==> config.mk <==
export PLATFORM = sky130hd
export DESIGN_NAME = rob_param_flat
export DESIGN_NICKNAME = d
export VERILOG_FILES = /design/src/rtl/rob_param_if.sv /design/src/rtl/rob_param.sv /design/src/flat_wrapper.sv
export SDC_FILE = /design/constraint.sdc
export NUM_CORES = 2
export LEC_CHECK = 0
export CAP_MARGIN = 20
export CORE_MARGIN = 8
export CORE_UTILIZATION = 55
export DETAILED_ROUTE_END_ITERATION = 16
export PLACE_DENSITY = 0.73
export SLEW_MARGIN = 20
export SYNTH_ARGS = -nofsm -noshare
export SYNTH_HDL_FRONTEND = slang
export SYNTH_SLANG_ARGS = --single-unit
==> constraint.sdc <==
create_clock -name clk -period 15.9 [get_ports clk]
set_input_delay 3.975 -clock clk [delete_from_list [all_inputs] [get_ports clk]]
set_output_delay 3.975 -clock clk [all_outputs]
set_load 0.03 [all_outputs]
==> src/rtl/rob_param_if.sv <==
// Bundles the allocate, writeback, commit and flush signals of rob_param.
// The slave modport is the ROB side and the master modport is the producer/consumer side.
// Ports:
//   alloc_*   : allocation request, entry fields, and the returned entry id.
//   wb_*      : NUM_WB writeback ports, packed so that port k occupies slice k.
//   commit_*  : registered retire information, valid for one cycle.
//   flush*    : one-cycle mispredict pulse and its redirect target.
//   count/empty : ROB occupancy.
interface rob_param_if #(
    parameter int unsigned IDX_W  = 4,
    parameter int unsigned DATA_W = 32,
    parameter int unsigned NUM_WB = 2
);
    logic                     alloc_valid;
    logic                     alloc_ready;
    logic [31:0]              alloc_pc;
    logic [31:0]              alloc_pred_pc;
    logic                     alloc_is_br;
    logic                     alloc_is_store;
    logic [4:0]               alloc_rd;
    logic [IDX_W-1:0]         alloc_id;

    logic [NUM_WB-1:0]        wb_valid;
    logic [NUM_WB*IDX_W-1:0]  wb_id;
    logic [NUM_WB*DATA_W-1:0] wb_value;
    logic [NUM_WB*32-1:0]     wb_target;

    logic                     commit_valid;
    logic [IDX_W-1:0]         commit_id;
    logic [4:0]               commit_rd;
    logic [DATA_W-1:0]        commit_value;
    logic                     commit_is_store;

    logic                     flush;
    logic [31:0]              flush_pc;

    logic [IDX_W:0]           count;
    logic                     empty;

    modport master (
        output alloc_valid, alloc_pc, alloc_pred_pc, alloc_is_br, alloc_is_store, alloc_rd,
        input  alloc_ready, alloc_id,
        output wb_valid, wb_id, wb_value, wb_target,
        input  commit_valid, commit_id, commit_rd, commit_value, commit_is_store,
        input  flush, flush_pc, count, empty
    );

    modport slave (
        input  alloc_valid, alloc_pc, alloc_pred_pc, alloc_is_br, alloc_is_store, alloc_rd,
        output alloc_ready, alloc_id,
        input  wb_valid, wb_id, wb_value, wb_target,
        output commit_valid, commit_id, commit_rd, commit_value, commit_is_store,
        output flush, flush_pc, count, empty
    );
endinterface

==> src/rtl/rob_param.sv <==
// Parameterised reorder buffer: circular queue of DEPTH entries, NUM_WB writeback
// ports, in-order single retire per cycle, branch mispredict flush on retire.
// Ports:
//   clk  : clock
//   rst  : synchronous active-high reset (dominates rdy)
//   rdy  : global enable; low holds all state and drops the commit/flush pulses
//   bus  : rob_param_if.slave (allocate, writeback, commit, flush, occupancy)
// Configuration macro ROB_WB_BYPASS_EN: when defined, a head entry receiving a
// writeback retires on that same edge using the writeback value/target; when
// undefined the head retires no earlier than the edge after its ready bit is set.
module rob_param #(
    parameter int unsigned DEPTH  = 16,
    parameter int unsigned IDX_W  = 4,
    parameter int unsigned DATA_W = 32,
    parameter int unsigned NUM_WB = 2
) (
    input  logic       clk,
    input  logic       rst,
    input  logic       rdy,
    rob_param_if.slave bus
);
    localparam int unsigned CNT_W = IDX_W + 1;

    // entry storage
    logic [31:0]       pred_q   [DEPTH];
    logic [31:0]       target_q [DEPTH];
    logic [DATA_W-1:0] value_q  [DEPTH];
    logic [4:0]        rd_q     [DEPTH];
    logic [DEPTH-1:0]  is_br_q;
    logic [DEPTH-1:0]  is_store_q;
    logic [DEPTH-1:0]  ready_q;

    logic [IDX_W-1:0]  head_q;
    logic [IDX_W-1:0]  tail_q;
    logic [CNT_W-1:0]  count_q;

    logic              commit_valid_q;
    logic [IDX_W-1:0]  commit_id_q;
    logic [4:0]        commit_rd_q;
    logic [DATA_W-1:0] commit_value_q;
    logic              commit_is_store_q;
    logic              flush_q;
    logic [31:0]       flush_pc_q;

    logic [IDX_W-1:0]  wb_idx [NUM_WB];
    logic [DATA_W-1:0] wb_val [NUM_WB];
    logic [31:0]       wb_tgt [NUM_WB];
    logic [NUM_WB-1:0] wb_hit;

    logic              head_wb;
    logic [DATA_W-1:0] head_value;
    logic [31:0]       head_target;
    logic              commit_fire;
    logic              mispredict;
    logic              alloc_fire;

    // unpack the writeback port slices
    always_comb begin
        for (int k = 0; k < NUM_WB; k++) begin
            wb_idx[k] = bus.wb_id[k*IDX_W +: IDX_W];
            wb_val[k] = bus.wb_value[k*DATA_W +: DATA_W];
            wb_tgt[k] = bus.wb_target[k*32 +: 32];
        end
    end

    // head result: stored value, optionally overridden by a same-cycle writeback
    always_comb begin
        head_wb     = 1'b0;
        head_value  = value_q[head_q];
        head_target = target_q[head_q];
`ifdef ROB_WB_BYPASS_EN
        for (int k = 0; k < NUM_WB; k++) begin
            if (bus.wb_valid[k] && (wb_idx[k] == head_q)) begin
                head_wb     = 1'b1;
                head_value  = wb_val[k];
                head_target = wb_tgt[k];
            end
        end
`endif
    end

    // retire, mispredict and allocate decisions for this edge
    always_comb begin
        commit_fire = rdy && (count_q != '0) && (ready_q[head_q] || head_wb);
        mispredict  = commit_fire && is_br_q[head_q] && (head_target != pred_q[head_q]);
        alloc_fire  = rdy && bus.alloc_valid && (count_q != CNT_W'(DEPTH)) && !mispredict;
    end

    // a writeback only lands on an entry inside [head, head+count)
    always_comb begin
        for (int k = 0; k < NUM_WB; k++) begin
            wb_hit[k] = rdy && !mispredict && bus.wb_valid[k]
                        && (CNT_W'(IDX_W'(wb_idx[k] - head_q)) < count_q);
        end
    end

    // pointers, occupancy, ready bits and registered outputs
    always_ff @(posedge clk) begin
        if (rst) begin
            head_q            <= '0;
            tail_q            <= '0;
            count_q           <= '0;
            ready_q           <= '0;
            commit_valid_q    <= 1'b0;
            commit_id_q       <= '0;
            commit_rd_q       <= '0;
            commit_value_q    <= '0;
            commit_is_store_q <= 1'b0;
            flush_q           <= 1'b0;
            flush_pc_q        <= '0;
        end else if (!rdy) begin
            commit_valid_q <= 1'b0;
            flush_q        <= 1'b0;
        end else begin
            commit_valid_q <= commit_fire;
            flush_q        <= mispredict;
            if (commit_fire) begin
                commit_id_q       <= head_q;
                commit_rd_q       <= rd_q[head_q];
                commit_value_q    <= head_value;
                commit_is_store_q <= is_store_q[head_q];
            end
            if (mispredict) begin
                flush_pc_q <= head_target;
                head_q     <= '0;
                tail_q     <= '0;
                count_q    <= '0;
                ready_q    <= '0;
            end else begin
                // later ports overwrite earlier ones on an id collision
                for (int k = 0; k < NUM_WB; k++) begin
                    if (wb_hit[k]) begin
                        ready_q[wb_idx[k]] <= 1'b1;
                    end
                end
                if (alloc_fire) begin
                    ready_q[tail_q] <= 1'b0;
                    tail_q          <= tail_q + IDX_W'(1);
                end
                if (commit_fire) begin
                    head_q <= head_q + IDX_W'(1);
                end
                case ({alloc_fire, commit_fire})
                    2'b10:   count_q <= count_q + CNT_W'(1);
                    2'b01:   count_q <= count_q - CNT_W'(1);
                    default: ;
                endcase
            end
        end
    end

    // entry payload; contents of free slots are don't-care so no reset
    always_ff @(posedge clk) begin
        if (alloc_fire) begin
            pred_q[tail_q]     <= bus.alloc_pred_pc;
            rd_q[tail_q]       <= bus.alloc_rd;
            is_br_q[tail_q]    <= bus.alloc_is_br;
            is_store_q[tail_q] <= bus.alloc_is_store;
        end
        for (int k = 0; k < NUM_WB; k++) begin
            if (wb_hit[k]) begin
                value_q[wb_idx[k]]  <= wb_val[k];
                target_q[wb_idx[k]] <= wb_tgt[k];
            end
        end
    end

    assign bus.alloc_ready     = (count_q != CNT_W'(DEPTH));
    assign bus.alloc_id        = tail_q;
    assign bus.count           = count_q;
    assign bus.empty           = (count_q == '0);
    assign bus.commit_valid    = commit_valid_q;
    assign bus.commit_id       = commit_id_q;
    assign bus.commit_rd       = commit_rd_q;
    assign bus.commit_value    = commit_value_q;
    assign bus.commit_is_store = commit_is_store_q;
    assign bus.flush           = flush_q;
    assign bus.flush_pc        = flush_pc_q;
endmodule

==> src/flat_wrapper.sv <==
// flat-port wrapper written by rule: the top's interface ports become plain ports
module rob_param_flat 
#(
    parameter int unsigned DEPTH  = 16,
    parameter int unsigned IDX_W  = 4,
    parameter int unsigned DATA_W = 32,
    parameter int unsigned NUM_WB = 2
)
  (clk, rst, rdy, bus_alloc_valid, bus_alloc_pc, bus_alloc_pred_pc, bus_alloc_is_br, bus_alloc_is_store, bus_alloc_rd, bus_alloc_ready, bus_alloc_id, bus_wb_valid, bus_wb_id, bus_wb_value, bus_wb_target, bus_commit_valid, bus_commit_id, bus_commit_rd, bus_commit_value, bus_commit_is_store, bus_flush, bus_flush_pc, bus_count, bus_empty);
  rob_param_if #(.IDX_W(IDX_W), .DATA_W(DATA_W), .NUM_WB(NUM_WB)) bus_i ();
  input  logic clk;
  input  logic rst;
  input  logic rdy;
  input wire logic [$bits(bus_i.alloc_valid)-1:0] bus_alloc_valid;
  input wire logic [$bits(bus_i.alloc_pc)-1:0] bus_alloc_pc;
  input wire logic [$bits(bus_i.alloc_pred_pc)-1:0] bus_alloc_pred_pc;
  input wire logic [$bits(bus_i.alloc_is_br)-1:0] bus_alloc_is_br;
  input wire logic [$bits(bus_i.alloc_is_store)-1:0] bus_alloc_is_store;
  input wire logic [$bits(bus_i.alloc_rd)-1:0] bus_alloc_rd;
  output wire logic [$bits(bus_i.alloc_ready)-1:0] bus_alloc_ready;
  output wire logic [$bits(bus_i.alloc_id)-1:0] bus_alloc_id;
  input wire logic [$bits(bus_i.wb_valid)-1:0] bus_wb_valid;
  input wire logic [$bits(bus_i.wb_id)-1:0] bus_wb_id;
  input wire logic [$bits(bus_i.wb_value)-1:0] bus_wb_value;
  input wire logic [$bits(bus_i.wb_target)-1:0] bus_wb_target;
  output wire logic [$bits(bus_i.commit_valid)-1:0] bus_commit_valid;
  output wire logic [$bits(bus_i.commit_id)-1:0] bus_commit_id;
  output wire logic [$bits(bus_i.commit_rd)-1:0] bus_commit_rd;
  output wire logic [$bits(bus_i.commit_value)-1:0] bus_commit_value;
  output wire logic [$bits(bus_i.commit_is_store)-1:0] bus_commit_is_store;
  output wire logic [$bits(bus_i.flush)-1:0] bus_flush;
  output wire logic [$bits(bus_i.flush_pc)-1:0] bus_flush_pc;
  output wire logic [$bits(bus_i.count)-1:0] bus_count;
  output wire logic [$bits(bus_i.empty)-1:0] bus_empty;
  assign bus_i.alloc_valid = bus_alloc_valid;
  assign bus_i.alloc_pc = bus_alloc_pc;
  assign bus_i.alloc_pred_pc = bus_alloc_pred_pc;
  assign bus_i.alloc_is_br = bus_alloc_is_br;
  assign bus_i.alloc_is_store = bus_alloc_is_store;
  assign bus_i.alloc_rd = bus_alloc_rd;
  assign bus_alloc_ready = bus_i.alloc_ready;
  assign bus_alloc_id = bus_i.alloc_id;
  assign bus_i.wb_valid = bus_wb_valid;
  assign bus_i.wb_id = bus_wb_id;
  assign bus_i.wb_value = bus_wb_value;
  assign bus_i.wb_target = bus_wb_target;
  assign bus_commit_valid = bus_i.commit_valid;
  assign bus_commit_id = bus_i.commit_id;
  assign bus_commit_rd = bus_i.commit_rd;
  assign bus_commit_value = bus_i.commit_value;
  assign bus_commit_is_store = bus_i.commit_is_store;
  assign bus_flush = bus_i.flush;
  assign bus_flush_pc = bus_i.flush_pc;
  assign bus_count = bus_i.count;
  assign bus_empty = bus_i.empty;
  rob_param #(.DEPTH(DEPTH), .IDX_W(IDX_W), .DATA_W(DATA_W), .NUM_WB(NUM_WB)) u_core (.clk(clk), .rst(rst), .rdy(rdy), .bus(bus_i));
endmodule
**After elaboration in Yosys (flattened, before gate mapping)**

Memories as Yosys holds them, arrays and structs flattened. A register that Yosys moved wholly into a read port is not among the register bits.
Cells that the tools add are included.

- Input port bits: 213
- Memories kept: 4
- Output and inout port bits: 87
- Memory bits (writable): 1616
- Register bits: 100

- Eq/ne operators: 4
- Mux-type cells: 40
- $lt $le $gt $ge: 9
- Add/subtract/negate cells: 6
- Reduce and logical (&&, ||, !) cells: 27
- Bitwise gates (word level): 5

Memory list:

| name | depth | bits a word | read ports | clocked after Yosys merged registers in | wr ports | line | RTL |
|---|---|---|---|---|---|---|---|
| u_core.pred_q | 16 | 32 | 1 | 1 | 1 | rob_param.sv:25 | `logic [31:0] pred_q [DEPTH];` |
| u_core.target_q | 16 | 32 | 1 | 1 | 2 | rob_param.sv:26 | `logic [31:0] target_q [DEPTH];` |
| u_core.value_q | 16 | 32 | 1 | 1 | 2 | rob_param.sv:27 | `logic [DATA_W-1:0] value_q [DEPTH];` |
| u_core.rd_q | 16 | 5 | 1 | 1 | 1 | rob_param.sv:28 | `logic [4:0] rd_q [DEPTH];` |

Operator list:

| cell | count |
|---|---|
| $mux 16 | 10 |
| $bwmux 16 | 2 |
| $mux 4 | 8 |
| $ne 32x32->1 | 1 |
| $or 16x16->16 | 2 |
| $lt 4x5->1 const B | 4 |
| $and 16x16->16 | 1 |
| $not 16->16 | 1 |
| $logic_and 1x1->1 | 15 |
| $bmux 1 s4 | 3 |
| $demux 1 s4 | 3 |
| $ge 4x1->1 const B | 3 |
| $mux 1 | 12 |
| $lt 4x5->1 | 2 |
| $pmux 5 s2 | 1 |
| $reduce_and 2->1 | 5 |
| $add 4x1->4 const B | 2 |
| $sub 4x4->4 | 2 |
| $add 5x1->5 const B | 1 |
| $logic_not 5->1 | 1 |
| $mux 5 | 1 |
| $ne 5x5->1 const B | 1 |
| $reduce_bool 5->1 | 1 |
| $sub 5x1->5 const B | 1 |
| other kinds (7) | 8 |

**Longest topological paths before layout**

- Word-level depth: 21
- Gate-level depth with buffers: 28
- Gate-level depth less buffers: 19

**Worst setup path after synthesis**

No wires, ideal clock.

- Path kind: input port to flip-flop
- Start point: input rdy
- End point: register u_core.is_br_q[13] (enable)
- Required time: 15.408 ns
- Path slack: 7.288 ns
- Data arrival time: 8.120 ns
- Cell stages on the path: 10
- Cells stage by stage: o21ai_0 > a31oi_1 > o21ai_0 > inv_2 > o311ai_1 > buf_4 > buf_6 > buf_4 > clkbuf_1 > nor3b_1

- Word-level cells in the longest chain between the ends: 6
- Elaborated cells on any way between the ends: 8

RTL lines:

| element | line | RTL |
|---|---|---|
| start, declared | flat_wrapper.sv:13 | `input logic rdy;` |
| $logic_and 1x1->1 (2 in series) | rob_param.sv:84 | `commit_fire = rdy && (count_q != '0) && (ready_q[head_q] \|\| head_wb);` |
| $logic_and 1x1->1 (2 in series) | rob_param.sv:85 | `mispredict = commit_fire && is_br_q[head_q] && (head_target != pred_q[head_q]);` |
| $logic_not 1->1 | rob_param.sv:86 | `alloc_fire = rdy && bus.alloc_valid && (count_q != CNT_W'(DEPTH)) && !mispredict;` |
| $logic_and 1x1->1 * | rob_param.sv:86 |  |
| end signal, assigned by index | rob_param.sv:157 | `is_br_q[tail_q] <= bus.alloc_is_br;` |
| end, declared | rob_param.sv:29 | `logic [DEPTH-1:0] is_br_q;` |

Every way passes the cells marked *; elsewhere a longest branch is shown, timed or not.
A chain may end at the register's enable or synchronous reset.

==> flow_metrics.tcl <==
set metrics [dict create \
    wl_mm 229.7 \
    maxCapViolCount 0 \
    cts.sinks 1757 \
    grt_max_degree 138 \
    crit_type "reg -> reg" \
    ir_drop_mv 0.09834 \
    clk_pin_slew_ns 0.06 \
    row_count 140 \
    syn_nets 4642 \
    slew_viol_final 0 \
    vias 44420 \
    path_cells "buf_4 -> buf_4 -> mux4_2 -> a22oi_1 -> nand2_1 -> xnor2_1 -> o22ai_1 -> or4b_1 -> o311ai_4 -> buf_12 -> nand3_4 -> buf_4 -> mux2_4" \
    gp_congestion 0.8239 \
    drc 0 \
    start_kind "register" \
    port_buffers 267 \
    period_minus_slack_ns 8.980 \
    status "finished clean" \
    use_met2_pct 46.09 \
    root_buffer "clkbuf_16" \
    max_stage_delay_ns 1.02 \
    final_cell_mix "edfxtp_1, mux2_2, mux4_2" \
    hold_class "reg -> reg" \
    antenna_found_initial 44 \
    track_usage_pct 28.33 \
    critPathTopFamily "buffers and inverters" \
    nets 4787 \
    ff2ff_setup_slack_ns 6.92 \
    fp.dieH_um 399.6 \
    whs_ns 0.4528 \
    gr-total-overflow 0 \
    grt.busiest_layer "met2" \
    drt_iter0_drc 5098 \
    final_hold_viol_count 0 \
    dieArea_um2 159700 \
    setup_viol 0 \
    final_common_cell "edfxtp_1" \
    htreeDepth 4 \
    cts_buffers 179 \
    grtUsageMet3_pct 6.443 \
    area_growth_pct 12.16 \
    finClkSkew_ns 0.03582 \
    critPathCaptureType "register" \
    start_util_pct 55.47 \
    ff2ff_path_depth 13 \
    dpl.hpwl_mm 124.2 \
    cts_tree "yes" \
    grt_pass1_wl_mm 325.0 \
    min_from "u_core.bus.commit_value[22]" \
    max-slew-margin-rel_pct 22.62 \
    post-cts-setup-buffers 0 \
    async_flop_share_pct 0 \
    fin_crit_sh_pct 56.48 \
    synth_cells 4405 \
    grt_pass1_vias 44590 \
    synth_top_area_share_pct 61.14 \
    rsz0062_at_grt "no" \
    via_per_inst 6.685 \
    fin_tns_setup_ns 0 \
    critPathArrivalTime_ns 9.53 \
    cp_data_required_time_ns 16.45 \
    avgSynthCellArea_um2 18.38 \
    cp.buffers_inverters 4 \
    postRouteAntennaNets 0 \
    cp_max_fo 88 \
    hold_depth 2 \
    synth_enable_flop_cells 1648 \
    core_um2 145900 \
    synth-seq-area-share_pct 63.83 \
    cpMaxStageDelayCell "nand3_4" \
    fp.dieW_um 399.6 \
    power_uw 9587 \
    p_leak_uw 0.02945 \
    worst-path-stages 13 \
    p_per_area_nw_per_um2 105.6 \
    yosys_warnings 0 \
    worst_pin_slew_ns 1.161 \
    dr.pass1.iters 8 \
    cts_hold_buf 0 \
    grt_use_met1_pct 37.60 \
    yosysTopAreaCell "edfxtp_1" \
    drive_gt1_share_pct 36.83 \
    io_pins 300 \
    max_freq_ghz 0.1114 \
    cts_resized 0 \
    ys.flop_type "edfxtp_1" \
    syn-cell-area_um2 80940 \
    yosys-top-cells-area "edfxtp_1, mux4_2, mux2_2" \
    ys_types 61 \
    wl_per_cell_um 34.57 \
    synth.ff_latch_count 1757 \
    clk_latency_ns 0.82 \
    cp_common_cell "buf_4" \
    clockBufferDepth 3 \
]
-- report_power, final --
part / internal, uW / total, uW / switching (uW) / leakage (uW)
clock network: 2320 / 4100 / 1780 / 0.00278
registers: 5090 / 5100 / 7.94 / 0.0157
logic: 184 / 389 / 205 / 0.0109
-- sequential cells by signal (all words and copies together) (netlist names), 5 cells and up, named ones only --
signal                   flops
u_core.bus.count             5
u_core.rd_q                 80
u_core.pred_q              512
u_core.is_br_q              16
u_core.bus.commit_rd         5
u_core.target_q            512
u_core.bus.flush_pc         32
u_core.bus.commit_value     32
u_core.ready_q              16
u_core.is_store_q           16
u_core.value_q             512
-- metal layers --
metal	wire length, um	vias up
li1	-	18100
met1	88150	23490
met2	112300	2329
met3	20970	463
met4	8020	40
met5	270	-
-- worst min-delay path, delay by kind of cell (launching register included) --
kind	cells	cell delay [ns]
AO/OA/AOI/OAI	1	0.05
flip-flops	1	0.30
AND/OR/NAND/NOR	1	0.05
-- layout make-up --
type / count / area [um^2]
repair buffers: 361 / 3438
clock buffers: 244 / 4930
fillers: 10240 / 55130
well taps: 1917 / 2399
clock inverters: 93 / 738.2
multi-input cells: 2231 / 27460
inverters: 20 / 78.83
flip-flops and latches: 1757 / 51690
diodes: 21 / 52.55
-- per-stage QoR --
stage               worst slack (ns)  instance area [um^2]  instances  utilization, %
floorplan                      7.288                 80940       4405               -
global placement               6.739                 85040       6285           58.28
detailed placement             6.703                 85050       6285           58.28
CTS                            7.212                 90710       6622           62.17
global route                   6.768                 90750       6630           62.19
finish                         6.920                 90790       6644           62.22
-- logic make-up after synthesis --
family / synth area share (%)
compound gates: 2.033
xor+xnor: 0.5518
fa+ha+maj: 0.3988
buf+inv: 2.551
flops: 63.83
mux: 28.65
simple gates: 1.985
-- cell usage after synthesis, drive strengths merged, types with 24 or more instances --
cell type / instances
nand3: 26
dfxtp: 109
a221oi: 47
xnor2: 31
mux4: 426
edfxtp: 1648
a21oi: 64
clkbuf: 213
nor2: 84
buf: 184
mux2i: 137
mux2: 1025
o22ai: 24
nand2: 137
a22oi: 29
-- worst paths after layout --
path                                                     to
worst min register to register  u_core.bus.commit_value[22]
worst max register to register       u_core.target_q[8][26]
worst max-delay path                 u_core.target_q[8][26]
worst min-delay path            u_core.bus.commit_value[22]
Note: power is estimated with default switching activity, not from simulation.
